<file path="src/rtl/scheduler_spawnout.sv">
// Spawn-out queue writer: checks the next ring slot, writes IDs, type word and
// streamed dep/copy/arg words, then publishes the header word last.
module scheduler_spawnout #(
  parameter int QUEUE_LEN     = 1024,
  parameter int ARCHBITS_BITS = 2,
  parameter int TASKTYPE_BITS = 32
) (
  input  logic                     clk,
  input  logic                     rst,
  output logic [31:0]              spawnout_queue_addr,
  output logic                     spawnout_queue_en,
  output logic [7:0]               spawnout_queue_we,
  output logic [63:0]              spawnout_queue_din,
  input  logic [63:0]              spawnout_queue_dout,
  input  logic                     inStream_TVALID,
  output logic                     inStream_spawnout_TREADY,
  input  logic [63:0]              taskID,
  input  logic [63:0]              pTaskID,
  input  logic [TASKTYPE_BITS-1:0] task_type,
  input  logic [ARCHBITS_BITS-1:0] task_arch,
  input  logic [3:0]               num_args,
  input  logic [3:0]               num_cops,
  input  logic [3:0]               num_deps,
  input  logic [63:0]              inStream_data_buf,
  input  logic                     inStream_last_buf,
  input  logic                     spawnout_state_start,
  output logic [1:0]               spawnout_ret
);
  localparam int IW = $clog2(QUEUE_LEN);

  typedef enum logic [2:0] {
    IDLE, READ_HDR, CHECK, WR_TASKID, WR_PTASKID, WR_TYPE, WR_DATA, WR_HDR
  } state_t;

  state_t        state_q, state_d;
  logic [IW-1:0] wr_idx_q, wr_idx_d;
  logic [IW-1:0] wptr_q, wptr_d;
  logic [6:0]    rem_q, rem_d;
  logic [1:0]    ret_q, ret_d;
  logic [IW-1:0] idx;
  logic [6:0]    tot;
  logic [63:0]   type_w, hdr_w;

  // Payload words that follow the fixed 4-word prefix
  assign tot = 7'(num_deps) + 7'(num_cops) * 7'd3 + 7'(num_args);

  always_comb begin
    type_w = '0;
    type_w[TASKTYPE_BITS-1:0]  = task_type;
    type_w[32 +: ARCHBITS_BITS] = task_arch;
  end

  assign hdr_w = {1'b1, 31'b0, 4'b0, num_cops, 4'b0, num_deps, 4'b0, num_args, 8'b0};

  assign spawnout_queue_addr = 32'({idx, 3'b000});
  assign spawnout_ret        = ret_q;

  always_ff @(posedge clk) begin
    if (rst) begin
      state_q  <= IDLE;
      wr_idx_q <= '0;
      wptr_q   <= '0;
      rem_q    <= '0;
      ret_q    <= 2'd0;
    end else begin
      state_q  <= state_d;
      wr_idx_q <= wr_idx_d;
      wptr_q   <= wptr_d;
      rem_q    <= rem_d;
      ret_q    <= ret_d;
    end
  end

  always_comb begin
    state_d                  = state_q;
    wr_idx_d                 = wr_idx_q;
    wptr_d                   = wptr_q;
    rem_d                    = rem_q;
    ret_d                    = 2'd0;
    idx                      = wr_idx_q;
    spawnout_queue_en        = 1'b0;
    spawnout_queue_we        = 8'h00;
    spawnout_queue_din       = '0;
    inStream_spawnout_TREADY = 1'b0;
    unique case (state_q)
      IDLE: if (spawnout_state_start) state_d = READ_HDR;
      READ_HDR: begin
        spawnout_queue_en = 1'b1;
        state_d           = CHECK;
      end
      CHECK: begin
        if (spawnout_queue_dout[63]) begin
          ret_d   = 2'd2;
          state_d = IDLE;
        end else begin
          wptr_d  = wr_idx_q + IW'(1);
          rem_d   = tot;
          state_d = WR_TASKID;
        end
      end
      WR_TASKID, WR_PTASKID, WR_TYPE: begin
        spawnout_queue_en  = 1'b1;
        spawnout_queue_we  = 8'hFF;
        idx                = wptr_q;
        wptr_d             = wptr_q + IW'(1);
        spawnout_queue_din = (state_q == WR_TASKID)  ? taskID :
                             (state_q == WR_PTASKID) ? pTaskID : type_w;
        if (state_q == WR_TASKID)       state_d = WR_PTASKID;
        else if (state_q == WR_PTASKID) state_d = WR_TYPE;
        else                            state_d = (tot != 7'd0) ? WR_DATA : WR_HDR;
      end
      WR_DATA: begin
        inStream_spawnout_TREADY = 1'b1;
        idx                      = wptr_q;
        spawnout_queue_din       = inStream_data_buf;
        if (inStream_TVALID) begin
          spawnout_queue_en = 1'b1;
          spawnout_queue_we = 8'hFF;
          wptr_d            = wptr_q + IW'(1);
          rem_d             = rem_q - 7'd1;
          if (rem_q == 7'd1) state_d = WR_HDR;
        end
      end
      WR_HDR: begin
        // wptr_q now sits one past the last payload word: the next entry
        spawnout_queue_en  = 1'b1;
        spawnout_queue_we  = 8'hFF;
        spawnout_queue_din = hdr_w;
        wr_idx_d           = wptr_q;
        ret_d              = 2'd1;
        state_d            = IDLE;
      end
      default: state_d = IDLE;
    endcase
  end
endmodule

</file>
<file path="config.mk">
export PLATFORM = sky130hd
export DESIGN_NAME = scheduler_spawnout
export DESIGN_NICKNAME = d
export VERILOG_FILES = /design/src/rtl/scheduler_spawnout.sv
export SDC_FILE = /design/constraint.sdc
export NUM_CORES = 1
export LEC_CHECK = 0
export CAP_MARGIN = 20
export CELL_PAD_IN_SITES_DETAIL_PLACEMENT = 1
export CELL_PAD_IN_SITES_GLOBAL_PLACEMENT = 1
export CORE_AREA = 2 2 160 162
export CTS_BUF_LIST = sky130_fd_sc_hd__clkbuf_4
export CTS_CLUSTER_DIAMETER = 40
export CTS_CLUSTER_SIZE = 12
export DETAILED_ROUTE_END_ITERATION = 8
export DIE_AREA = 0 0 162 164
export HOLD_SLACK_MARGIN = 0.08
export PLACE_DENSITY_LB_ADDON = 0.25
export SYNTH_ARGS = -nofsm -noshare
export SYNTH_HDL_FRONTEND = slang
export SYNTH_SLANG_ARGS = --single-unit
</file>
<file path="constraint.sdc">
create_clock -name clk -period 3.96 [get_ports clk]
set_input_delay 0.594 -clock clk [delete_from_list [all_inputs] [get_ports clk]]
set_output_delay 0.594 -clock clk [all_outputs]
set_load 0.1 [all_outputs]
</file>
==> flow_metrics.env <==
export IMPL_hold_worst_slack_ns=0.463
export IMPL_crit_path_end="state_q[0]"
export IMPL_setup_slack_ns=0.567
export IMPL_antenna_found_initial=5
export IMPL_drv_cap=0
export IMPL_status="finished clean"
export IMPL_worst_r2r_path_depth=9
export IMPL_use_met1_pct=26.8
export IMPL_htree_levels=2
export IMPL_numPortBuffers=328
export IMPL_grt_usage_pct=18.8
export IMPL_skew_ns=0.0119
export IMPL_syn_to_final_growth_pct=106
export IMPL_wl_per_cell_um=22.2
export IMPL_grtUsageMet2_pct=28.5
export IMPL_overflow=0
export IMPL_drive_above_1_share_pct=14.1
export IMPL_fin_crit_sh_pct=85.7
export IMPL_rr_endpoint="wptr_q[4]"
export IMPL_syn_inst=550
export IMPL_firstDrtPassIters=4
export IMPL_ys_top_cells_by_count="92 x nand2_1, 58 x o21ai_0, 51 x a22oi_1"
export IMPL_ant_nets=0
export IMPL_synth_warnings=0
export IMPL_dpl_hpwl_um=21600
export IMPL_clk_latency_ns=0.36
export IMPL_placedCellCount=1167
export IMPL_period_needed_ns=3.39
export IMPL_hp_class="reg -> reg"
export IMPL_tns_ns=0
export IMPL_layout_nets=1168
export IMPL_via_per_inst=4.57
export IMPL_critical_path_required_ns=4.27
export IMPL_timing_critical_path_fanout_max=2
export IMPL_syn_cell_area_um2=3930
export IMPL_synth_enable_flop_cells=0
export IMPL_setup_viol=0
export IMPL_hold_viol=0
export IMPL_cts_tree="done"
export IMPL_clockRootBuffer="clkbuf_4"
export IMPL_r2r_start="state_q[1]"
export IMPL_crit_path_end_kind="flip-flop"
export IMPL_clk_pin_slew_ns=0.12
export IMPL_crit_start="num_args[1]"
export IMPL_synth_top_area_cell="dfxtp_1"
export IMPL_maxSlewHeadroom_pct=35.8
export IMPL_cts_resized=0
export IMPL_synth_top_area_share_pct=16.3
export IMPL_ir_drop_mv=0.156
export IMPL_die_x_um=162
export IMPL_rsz0062_at_grt="no"
export IMPL_busiest_layer="met2"
export IMPL_dp_slack_ns=0.167
export IMPL_cts_buffers=5
export IMPL_cts_hold_buf=0
export IMPL_final_core_util_pct=32.6
export IMPL_start_kind="input pin"
export IMPL_grt_pass1_vias=5427
export IMPL_ys_ff_latch=32
export IMPL_grt_use_met3_pct=6.01
export IMPL_die_area_um2=26600
export IMPL_routed_via_count=5375
export IMPL_slew_viol_final=0
export IMPL_drc=0
export IMPL_synth_cell_types=58
export IMPL_ys_seq_area_share_pct=16.3
export IMPL_synthTopCellsByArea="dfxtp_1 16%, a22oi_1 9.7%, mux2i_1 8.9%"
export IMPL_p_per_area_nw_per_um2=225
export IMPL_fillers=2959
export IMPL_drtIter0Drc=251
export IMPL_p_leak_nw=2.91
export IMPL_place_gp_congestion=0.775
export IMPL_tightest_slew_ns=0.960
export IMPL_ys_flop_type="dfxtp_1"
export IMPL_core_um2=24800
export IMPL_grt_max_degree=52
export IMPL_cts_sink_count=32
export IMPL_cts_buffer_depth=2
export IMPL_post_cts_setup_buffer_count=0
export IMPL_async_reset_ff_share_pct=0
export IMPL_initial_core_util_pct=15.8
export IMPL_stdcell_count=1177
export IMPL_crit_arrival_ns=3.71
export IMPL_yosysMostFrequentCell="nand2_1"
export IMPL_postRouteWirelength_um=26100
export IMPL_r2r_slack_ns=0.88
export IMPL_die_y_um=164
export IMPL_rows=58
export IMPL_synth_avg_cell_area_um2=7.14
export IMPL_grt_first_pass_wirelength_um=36900
export IMPL_io_pins=415
export IMPL_clock_fmax_mhz=295
export IMPL_setup_worst_path_class="in -> reg"
-- critical path, cell delays in order --
cell and delay [ns]:
clkdlybuf4s50_1 0.51, fa_1 0.60, fa_1 0.42, ha_1 0.24
fa_1 0.46, or4_1 0.51, nor4_1 0.23, o21a_1 0.14
-- registers in the layout (all words and copies together), names as in the netlist --
register / cells
wr_idx_q: 10
spawnout_ret: 2
wptr_q: 10
state_q: 3
rem_q: 7
-- kinds of logic after synthesis --
kind of cell	synth area share (%)
DFF	16.3
adders and majority gates	6.75
muxes	10.2
and+or+nand+nor	19.7
AOI/OAI and AO/OA	33.9
buffers and inverters	11.6
other	0.0954
xor gates and xnor gates	1.56
-- worst min path at each step --
stage	cells after the start	end	start	slack (ns)
finish	2	wr_idx_q[8]	wr_idx_q[8]	0.46
floorplan	2	wr_idx_q[9]	wr_idx_q[9]	0.43
CTS	2	wr_idx_q[8]	wr_idx_q[8]	0.46
global route	2	wr_idx_q[8]	wr_idx_q[8]	0.49
detailed placement	2	wr_idx_q[8]	wr_idx_q[8]	0.45
global placement	2	wr_idx_q[8]	wr_idx_q[8]	0.45
-- report_power, final --
| part | total (W) | switching (W) | internal [W] |
|---|---|---|---|
| registers | 0.000349 | 0.0000157 | 0.000333 |
| logic | 0.00121 | 0.000724 | 0.000489 |
| clock network | 0.000259 | 0.000130 | 0.000129 |
| total | 0.00182 | 0.000870 | 0.000951 |
-- routing by layer --
| layer | vias up | wire length [um] |
|---|---|---|
| met5 | - | 25 |
| met4 | 4 | 225 |
| met3 | 19 | 2280 |
| met2 | 228 | 11200 |
| met1 | 2539 | 12300 |
| li1 | 2585 | - |
-- area by class of cell --
class                   instances  area [um2]  share of cell area [%]
repair buffers                343        4000                    49.4
multi-input cells             455        2930                    36.2
flip-flops and latches         32         642                    7.94
well taps                     330         413                    5.11
clock buffers                   5        37.5                   0.464
clock inverters                 3        37.5                   0.464
inverters                       7        26.3                   0.325
diodes                          2        5.00                  0.0619
-- through the flow --
step,power [W],area (um2)
2_1_floorplan,0.00108,4010
3_3_place_gp,0.00157,8010
3_5_place_dp,0.00158,8010
4_1_cts,0.00184,8080
5_1_grt,0.00191,8080
6_report,0.00182,8090
-- placed cells by master (no fill, tap or decap), types with 4 or more instances in the layout --
cell type	instances
a22oi_1	51
o21ai_0	29
nand4_1	4
a221o_1	12
nand3_1	15
clkbuf_4	5
ha_1	10
o21ai_1	32
a211oi_1	5
buf_12	65
xor2_1	5
clkdlybuf4s50_1	244
buf_4	34
nand2_1	92
inv_1	6
and2_1	4
nor2_1	13
dfxtp_1	31
nor4_1	4
nor3_1	5
a21oi_1	29
a31oi_1	5
conb_1	22
o22ai_1	22
nor2b_1	4
or3_1	4
mux2i_1	35
fa_1	7
Note: power is estimated with default switching activity, not from simulation.
